**src/rtl/cfg_serial_arbiter_pkg.sv**
```systemverilog
// cfg_serial_arbiter_pkg
//   Shared definitions for the serial configuration arbiter family.
//   - state_t            : 2-bit FSM encoding (IDLE, LAUNCH, WAIT, COMPLETE)
//   - DEF_DATA_WIDTH     : default shifter word width
//   - DEF_TIMEOUT_CYCLES : default watchdog limit (0 disables it)
//   - DEF_CNT_WIDTH      : default watchdog counter width
package cfg_serial_arbiter_pkg;

    typedef enum logic [1:0] {
        ST_IDLE     = 2'd0,
        ST_LAUNCH   = 2'd1,
        ST_WAIT     = 2'd2,
        ST_COMPLETE = 2'd3
    } state_t;

    localparam int DEF_DATA_WIDTH     = 32;
    localparam int DEF_TIMEOUT_CYCLES = 4096;
    localparam int DEF_CNT_WIDTH      = 13;

endpackage

```
**src/rtl/cfg_serial_arbiter_rr_priority_pick.sv**
```systemverilog
// rr_priority_pick
//   Combinational round-robin pick: searches req upward from ptr, wrapping
//   modulo NUM_REQ, and reports the first set requester.
//   Ports:
//     req        in  NUM_REQ  request vector
//     ptr        in  IDX_W    highest-priority index this round
//     winner_oh  out NUM_REQ  one-hot winner (0 when no request)
//     winner_idx out IDX_W    winner index (0 when no request)
//     valid      out 1        at least one request present
module rr_priority_pick
    import cfg_serial_arbiter_pkg::*;
#(
    parameter int NUM_REQ = 3,
    parameter int IDX_W   = $clog2(NUM_REQ)
) (
    input  logic [NUM_REQ-1:0] req,
    input  logic [IDX_W-1:0]   ptr,
    output logic [NUM_REQ-1:0] winner_oh,
    output logic [IDX_W-1:0]   winner_idx,
    output logic               valid
);

    // Outer loop walks priority order (ptr, ptr+1, ...); inner loop matches
    // that position against a constant index so every select is static.
    always_comb begin
        winner_oh  = '0;
        winner_idx = '0;
        valid      = 1'b0;
        for (int off = 0; off < NUM_REQ; off++) begin
            for (int i = 0; i < NUM_REQ; i++) begin
                if (!valid && req[i] && (i == (int'(ptr) + off) % NUM_REQ)) begin
                    valid        = 1'b1;
                    winner_oh[i] = 1'b1;
                    winner_idx   = IDX_W'(i);
                end
            end
        end
    end

endmodule

```
**src/rtl/cfg_serial_arbiter.sv**
```systemverilog
// cfg_serial_arbiter
//   Shares one serial configuration shifter between NUM_REQ command sources.
//   Round-robin grant, one DATA_WIDTH word per grant, per-requester ack and
//   watchdog timeout pulses. All outputs are registered.
//   Handshake: req[i] is a level held until req_ack[i]; the requester drops
//   req or changes its word on the edge that samples req_ack. The shifter
//   sees a one-cycle start_transaction with parallel_output already stable
//   and answers with a one-cycle transaction_done.
//   Ports:
//     clk, reset_n         clock, async active-low reset
//     enable               gates new grants only
//     req, req_data        level requests and flattened words
//     req_ack, req_timeout one-cycle completion / watchdog-expiry pulses
//     grant                one-hot, held LAUNCH..WAIT
//     busy                 high outside IDLE
//     start_transaction    launch pulse to the shifter
//     parallel_output      latched word to the shifter
//     transaction_done     completion pulse from the shifter
//     state_dbg            current FSM state
module cfg_serial_arbiter
    import cfg_serial_arbiter_pkg::*;
#(
    parameter int NUM_REQ        = 3,
    parameter int DATA_WIDTH     = DEF_DATA_WIDTH,
    parameter int TIMEOUT_CYCLES = DEF_TIMEOUT_CYCLES,
    parameter int CNT_WIDTH      = DEF_CNT_WIDTH
) (
    input  logic                          clk,
    input  logic                          reset_n,
    input  logic                          enable,
    input  logic [NUM_REQ-1:0]            req,
    input  logic [NUM_REQ*DATA_WIDTH-1:0] req_data,
    output logic [NUM_REQ-1:0]            req_ack,
    output logic [NUM_REQ-1:0]            req_timeout,
    output logic [NUM_REQ-1:0]            grant,
    output logic                          busy,
    output logic                          start_transaction,
    output logic [DATA_WIDTH-1:0]         parallel_output,
    input  logic                          transaction_done,
    output logic [1:0]                    state_dbg
);

    localparam int IDX_W = $clog2(NUM_REQ);
    // Last count value before expiry; unused when the watchdog is disabled.
    localparam logic [CNT_WIDTH-1:0] CNT_LAST = CNT_WIDTH'(TIMEOUT_CYCLES - 1);

    state_t                 state_q, state_d;
    logic [IDX_W-1:0]       ptr_q, ptr_d;
    logic [IDX_W-1:0]       win_q, win_d;
    logic [CNT_WIDTH-1:0]   cnt_q, cnt_d;
    logic [NUM_REQ-1:0]     grant_d, ack_d, timeout_d;
    logic                   start_d, busy_d;
    logic [DATA_WIDTH-1:0]  pout_d;

    logic [NUM_REQ-1:0]     pick_oh;
    logic [IDX_W-1:0]       pick_idx;
    logic                   pick_valid;
    logic [DATA_WIDTH-1:0]  words [NUM_REQ];

    for (genvar g = 0; g < NUM_REQ; g++) begin : g_unpack
        assign words[g] = req_data[g*DATA_WIDTH +: DATA_WIDTH];
    end

    rr_priority_pick #(.NUM_REQ(NUM_REQ), .IDX_W(IDX_W)) u_pick (
        .req        (req),
        .ptr        (ptr_q),
        .winner_oh  (pick_oh),
        .winner_idx (pick_idx),
        .valid      (pick_valid)
    );

    assign state_dbg = state_q;

    always_comb begin
        state_d   = state_q;
        ptr_d     = ptr_q;
        win_d     = win_q;
        cnt_d     = cnt_q;
        grant_d   = grant;
        ack_d     = '0;
        timeout_d = '0;
        start_d   = 1'b0;
        pout_d    = parallel_output;
        case (state_q)
            ST_IDLE: begin
                if (enable && pick_valid) begin
                    state_d = ST_LAUNCH;
                    grant_d = pick_oh;
                    win_d   = pick_idx;
                    pout_d  = words[pick_idx];
                    start_d = 1'b1;
                end
            end
            ST_LAUNCH: begin
                cnt_d   = '0;
                state_d = ST_WAIT;
            end
            ST_WAIT: begin
                cnt_d = cnt_q + 1'b1;
                // Done is checked first so it wins over a same-cycle expiry.
                if (transaction_done) begin
                    state_d = ST_COMPLETE;
                    grant_d = '0;
                    ack_d   = grant;
                end else if ((TIMEOUT_CYCLES != 0) && (cnt_q == CNT_LAST)) begin
                    state_d   = ST_COMPLETE;
                    grant_d   = '0;
                    ack_d     = grant;
                    timeout_d = grant;
                end
            end
            ST_COMPLETE: begin
                state_d = ST_IDLE;
                ptr_d   = (win_q == IDX_W'(NUM_REQ - 1)) ? '0 : win_q + 1'b1;
            end
            default: state_d = ST_IDLE;
        endcase
        busy_d = (state_d != ST_IDLE);
    end

    always_ff @(posedge clk or negedge reset_n) begin
        if (!reset_n) begin
            state_q           <= ST_IDLE;
            ptr_q             <= '0;
            win_q             <= '0;
            cnt_q             <= '0;
            grant             <= '0;
            req_ack           <= '0;
            req_timeout       <= '0;
            start_transaction <= 1'b0;
            busy              <= 1'b0;
            parallel_output   <= '0;
        end else begin
            state_q           <= state_d;
            ptr_q             <= ptr_d;
            win_q             <= win_d;
            cnt_q             <= cnt_d;
            grant             <= grant_d;
            req_ack           <= ack_d;
            req_timeout       <= timeout_d;
            start_transaction <= start_d;
            busy              <= busy_d;
            parallel_output   <= pout_d;
        end
    end

endmodule

```
**config.mk**
```make
export PLATFORM = sky130hd
export DESIGN_NAME = cfg_serial_arbiter
export DESIGN_NICKNAME = d
export VERILOG_FILES = /design/src/rtl/cfg_serial_arbiter_pkg.sv /design/src/rtl/cfg_serial_arbiter_rr_priority_pick.sv /design/src/rtl/cfg_serial_arbiter.sv
export SDC_FILE = /design/constraint.sdc
export NUM_CORES = 1
export LEC_CHECK = 0
export CORE_UTILIZATION = 30
export DETAILED_ROUTE_END_ITERATION = 10
export PLACE_DENSITY_LB_ADDON = 0.05
export SYNTH_ARGS = -nofsm -noshare
export SYNTH_HDL_FRONTEND = slang
export SYNTH_SLANG_ARGS = --single-unit
```
**constraint.sdc**
```tcl
create_clock -name clk -period 4.76 [get_ports clk]
set_input_delay 0.952 -clock clk [delete_from_list [all_inputs] [get_ports clk]]
set_output_delay 0.952 -clock clk [all_outputs]
set_load 0.05 [all_outputs]
```
# Yosys cells after proc, flatten, opt, wreduce, memory -nomap -nowiden
# Cells that the tools add are included.
# word_totals
out_inout_bits,45
in_bits,103
reg_bits,62
word_cells,112
# classes
order_cmp,1
addsub,4
eq_ne,13
n_reduce_logical,35
div_mod_pow,3
muxes,45
bitwise,1
# ops
cell,count
$eq A2 B32 Y1 const A,3
$eq A3 B32 Y1 const A,3
$logic_not A32 Y1,3
$bmux W32 S2,1
$mod A32 B3 Y32 const B,2
$mux W32,2
$mod A3 B3 Y32 const B,1
$pmux W13 S2,1
$mux W3,8
$mux W2,11
$mux W1,20
$logic_and A1 B1 Y1,18
$add A13 B1 Y13 const B,1
$eq A13 B12 Y1 const B,1
$logic_not A1 Y1,8
$pmux W2 S4,1
$eq A2 B2 Y1 const B,3
$pmux W3 S2,1
$reduce_bool A2 Y1,3
$add A2 B1 Y3 const B,1
$add A2 B2 Y3 const B,1
$ge A3 B3 Y1 const B,1
$ne A3 B3 Y1 const B,1
$not A2 Y3,1
other kinds (6),6

# Longest topological paths before layout
# depth
depth_word,40
depth_mapped,10
ltp_nobuf,7

# By module
# Synthesis repeated with hierarchy kept, for this count alone.
# hier_totals
cells_unflattened,364
area_unflattened_um2,3328.2
# by_module_without_submodules
mod,cells_each,n_inst,area_each_um2
cfg_serial_arbiter,345,1,3185.6
rr_priority_pick,19,1,142.6

# Least setup slack after synthesis
# OpenSTA, ideal clock, no wires.
# synth_timing
path_type,register to register
from,reg state_q[0] (netlist: state_dbg[0])
to,reg grant[1]
path_buffers,2
t_arrival_ns,2.213
path_slack_ns,2.457
stages_incl_launch_ff,10
cell_sequence,dfrtp_1 -> inv_1 -> ha_1 -> nand2_1 -> or3_1 -> buf_2 -> clkinv_2 -> buf_8 -> mux2_2 -> o221ai_1
# synth_via
elab_chain_len,3
word_cells_on_any_way,7
cone_classes,eq/ne (3); mux (1); reduce/logical (3)
# synth_lines
element,line,rtl
start: declaration,cfg_serial_arbiter.sv:47,"state_t state_q, state_d;"
start signal: assignment,cfg_serial_arbiter.sv:134,state_q <= state_d;
$eq A2 B2 Y1 / $logic_not A2 Y1 (equally long branches),cfg_serial_arbiter.sv:84,case (state_q)
$ne A3 B3 Y1 (no source line) (tied with other cells),--,
$reduce_and A3 Y1 (no source line),--,
end signal: assignment,cfg_serial_arbiter.sv:138,grant <= grant_d;
end: declaration,cfg_serial_arbiter.sv:35,"output logic [NUM_REQ-1:0] grant,"
# Parallel ways exist; a longest one is shown, timed or not.
# A chain may end at the register's enable or synchronous reset.

# Worst setup path after layout
# layout_timing
from,in req[0]
to,reg parallel_output[1]
# layout_via
elab_chain_len,38
word_cells_on_any_way,48
cone_classes,mux (20); bitwise (1); reduce/logical (27)
# layout_lines
element,line,rtl
start: declaration,cfg_serial_arbiter.sv:31,"input logic [NUM_REQ-1:0] req,"
$logic_and A1 B1 Y1,cfg_serial_arbiter_rr_priority_pick.sv:31,if (!valid && req[i] && (i == (int'(ptr) + off) % NUM_REQ)) begin
$mux W1,cfg_serial_arbiter_rr_priority_pick.sv:31,
$logic_not A1 Y1,cfg_serial_arbiter_rr_priority_pick.sv:31,
$logic_and A1 B1 Y1 (2 in a row),cfg_serial_arbiter_rr_priority_pick.sv:31,
$mux W1,cfg_serial_arbiter_rr_priority_pick.sv:31,
$logic_not A1 Y1,cfg_serial_arbiter_rr_priority_pick.sv:31,
$logic_and A1 B1 Y1 (2 in a row),cfg_serial_arbiter_rr_priority_pick.sv:31,
$mux W1,cfg_serial_arbiter_rr_priority_pick.sv:31,
[... 17 more ...],--,
$logic_and A1 B1 Y1 (2 in a row),cfg_serial_arbiter_rr_priority_pick.sv:31,
$mux W1,cfg_serial_arbiter_rr_priority_pick.sv:31,
$logic_not A1 Y1,cfg_serial_arbiter_rr_priority_pick.sv:31,
$logic_and A1 B1 Y1 (2 in a row),cfg_serial_arbiter_rr_priority_pick.sv:31,
$mux W2,cfg_serial_arbiter_rr_priority_pick.sv:31,
$not A2 Y3 (not written as such),cfg_serial_arbiter.sv:90,pout_d = words[pick_idx];
$bmux W32 S2,cfg_serial_arbiter.sv:90,
$mux W32 (not written as such) (2 in a row),cfg_serial_arbiter.sv:90,
end signal: assignment,cfg_serial_arbiter.sv:143,parallel_output <= pout_d;
end: declaration,cfg_serial_arbiter.sv:38,"output logic [DATA_WIDTH-1:0] parallel_output,"
# Parallel ways exist; a longest one is shown, timed or not. The select of a mux whose other input is x is not followed.

==> results.py <==
metrics = {
    "timing": {
        "hold_viol": 0,
        "setup_slack_ns": 1.24,
        "max_slew_margin_pct": 44.8,
        "fin_crit_ns": 3.52,
        "grt_setup_unrepaired": "no",
        "clock_skew_ns": 0.00727,
        "worst_slew_pin_slew_ns": 0.828,
        "slew_violations": 0,
        "fmax_ghz": 0.284,
        "setup_viol": 0,
        "period_share_pct": 74.0,
        "fin_setup_tns_ns": 0,
    },
    "die": {
        "fp.dieH_um": 112,
        "io_pins": 148,
        "start_util_pct": 31.4,
        "core_area_mm2": 0.0116,
        "die_x_um": 112,
        "dieArea_mm2": 0.0126,
        "rows": 39,
    },
    "setup_path": {
        "r2r_end": "parallel_output[1]",
        "cp-start-kind": "primary input",
        "r2r_slack_ns": 1.42,
        "worstPathMaxFanout": 38,
        "worstPathArrival_ns": 3.74,
        "reg2reg_from": "ptr_q[0]",
        "cpPeakStageDelay_ns": 0.66,
        "cp_slowest_cell": "clkinv_2",
        "worstPathRequired_ns": 4.98,
        "critical_path_class": "primary input to flop",
        "worstRegToRegCells": 9,
        "worst_setup_path_end_kind": "flop",
        "worstPathCellList": "clkdlybuf4s50_1 > nor3_1 > or3_1 > buf_4 > clkinv_2 > and3_1 > buf_4 > a221oi_1",
        "critPathMostFrequentCell": "buf_4",
    },
    "placed_design": {
        "gp_congestion": 0.777,
        "dp_hpwl_um": 7550,
        "io_buffer_count": 147,
        "pre_cts_slack_ns": 0.908,
    },
    "drt": {
        "routedWlPerCell_um": 16.5,
        "ant_nets": 0,
        "drcViolationCount": 9,
        "wirelength_um": 11000,
        "drtPass1Iterations": 7,
        "viasPerCell": 4.96,
        "vias": 3296,
        "first_iter_violations": 209,
    },
    "layout": {
        "antenna_cells": 0,
        "mostFrequentLayoutCells": "clkdlybuf4s50_1, dfrtp_1, nand2_1, inv_1, mux2i_1",
        "area.growth.synth_to_final_pct": 50.1,
        "seqCellArea_mm2": 0.00155,
        "multi_input_area_mm2": 0.00176,
        "nFillCells": 1104,
        "final_common_cell": "clkdlybuf4s50_1",
        "drive_gt1_share_pct": 8.62,
        "nets": 626,
    },
    "cts": {
        "clkTransAtPathRegs_ns": 0.05,
        "worstSkewPairLatency_ns": 0.33,
        "cts_resized": 0,
        "clock_path_buffers": 2,
        "cts_tree": "done",
        "cts_setup_buffers": 0,
        "htree_levels": 3,
        "cts_made_buffers": 9,
        "postCtsHoldBufs": 0,
        "cts_sinks": 62,
        "cts_root_buf": "clkbuf_16",
    },
    "hold_path": {
        "hp-start": "parallel_output[2]",
        "hold_path.class": "flop to flop",
        "whs_path_depth": 2,
        "holdPathEnd": "parallel_output[2]",
    },
    "yosys": {
        "async_flop_share_pct": 100,
        "synth_top_flop_cell": "dfrtp_1",
        "ys_types": 49,
        "synth_cells": 380,
        "yosysWarnings": 0,
        "synth.avg_cell_area_um2": 9.58,
        "synth_edf_count": 0,
        "syn_area_mm2": 0.00364,
        "ys_ff_latch": 62,
        "synth_fp_nets": 489,
        "yosysSeqAreaShare_pct": 42.6,
    },
    "grt": {
        "grt_pass1_vias": 3393,
        "grt_max_degree": 63,
        "grt-ovfl-total": 0,
        "grt_usage_pct": 18.1,
        "antenna_found_initial": 0,
        "grt_first_pass_wirelength_um": 17800,
    },
    "power": {
        "seq_power_share_pct": 24.9,
        "vdd_drop_max_mv": 0.268,
        "power.combinational.fraction_pct": 56.2,
        "p_clk_share_pct": 19.0,
        "fin_total_pwr_mw": 3.40,
        "switching_share_pct": 46.7,
        "leakagePower_nw": 2.39,
        "internal-power_mw": 1.81,
        "power_per_cell_area_mw_per_mm2": 621,
        "switchingPower_mw": 1.58,
    },
    "run_status": {
        "outcome": "complete, but fails checks",
        "violations": "design-rule violations",
    },
    "flow_run": {
        "max_cap_violations": 0,
    },
}
## layer usage
layer  routed length (µm)  up-vias  share of wire (%)  global-route usage [%]
met5                    0        -                  0                       0
met4                   46        0               0.42                    5.87
met3                  517        4                4.7                    3.94
met2                 5480       88                 50                    30.0
met1                 4920     1563                 45                    23.6
li1                     -     1641                  -                       -
## critical path: cells and delay by family
family,cells,cell delay [ns]
AO/OA/AOI/OAI,1,0.30
buffers and inverters,4,1.66
AND/OR/NAND/NOR,3,0.80
## stage by stage
step | util, % | instances | hold WS (ns) | instance area, µm²
after floorplan | - | 380 | 0.464 | 3640
after global placement | 44.6 | 649 | 0.480 | 5170
after detailed placement | 44.6 | 649 | 0.486 | 5170
after CTS | 47.1 | 665 | 0.498 | 5470
after global routing | 47.1 | 665 | 0.524 | 5470
final | 47.1 | 665 | 0.495 | 5470
## Yosys cell counts, drive strengths merged, types with 2 or more instances
library cell | instances | area share, %
a21o | 5 | 1.0
a221oi | 17 | 6.3
a31oi | 2 | 0.34
and3 | 7 | 1.2
buf | 16 | 3.4
clkbuf | 11 | 1.1
dfrtp | 62 | 43
ha | 6 | 2.1
inv | 45 | 4.6
mux2i | 37 | 10
nand2 | 55 | 5.7
nand3 | 22 | 3.0
nand4 | 3 | 0.52
nor2 | 9 | 1.1
nor2b | 3 | 0.52
nor3 | 5 | 0.69
nor4 | 5 | 1.0
o2111ai | 17 | 4.1
o211ai | 18 | 3.7
o21ai | 11 | 1.5
o221ai | 2 | 0.48
or3 | 3 | 0.52
xnor2 | 2 | 0.48
## kinds of logic (layout without fill, tap and decap cells)
family,count (synthesis),in the layout,synth area share (%)
AO/OA/AOI/OAI,81,81,19.6
flip-flops,62,62,42.6
adder cells (fa/ha/maj),6,6,2.06
buffers and inverters,73,215,9.28
XOR/XNOR,2,2,0.481
AND/OR/NAND/NOR,118,118,15.5
multiplexers,38,38,10.5
## how the worst max path moves through the flow
stage / start / to / slack (ns) / depth (start not counted)
3_3_place_gp: req[0] / parallel_output[1] / 0.92 / 8
3_5_place_dp: req[0] / parallel_output[30] / 0.91 / 8
4_1_cts: req[0] / parallel_output[1] / 1.22 / 8
6_report: req[0] / parallel_output[1] / 1.24 / 8
2_1_floorplan: state_dbg[0] / grant[1] / 2.46 / 9
5_1_grt: req[0] / parallel_output[23] / 0.99 / 8
## flip-flops by register name, indices dropped and copies added, names as in the netlist
name / cells
req_timeout: 3
start_transaction: 1
parallel_output: 32
win_q: 2
busy: 1
req_ack: 3
cnt_q: 13
grant: 3
state_dbg: 2
ptr_q: 2
## cell type report
| type | count | share of cell area, % |
|---|---|---|
| clock buffer | 10 | 4.19 |
| clock inverter | 6 | 1.14 |
| inverter | 46 | 3.18 |
| multi-input combinational | 245 | 32.2 |
| sequential | 62 | 28.4 |
| tap | 143 | 3.27 |
| timing repair buffer | 153 | 27.6 |
## power by group through the flow
stage / Clock, mW / Combinational, mW / Sequential, mW
after floorplan: 0 / 0.790 / 1.39
after global placement: 0 / 1.92 / 0.850
after detailed placement: 0 / 1.92 / 0.850
after CTS: 0.670 / 1.93 / 0.847
after global routing: 0.696 / 2.05 / 0.870
final: 0.644 / 1.91 / 0.845
Power figures use the tool's default switching activity.
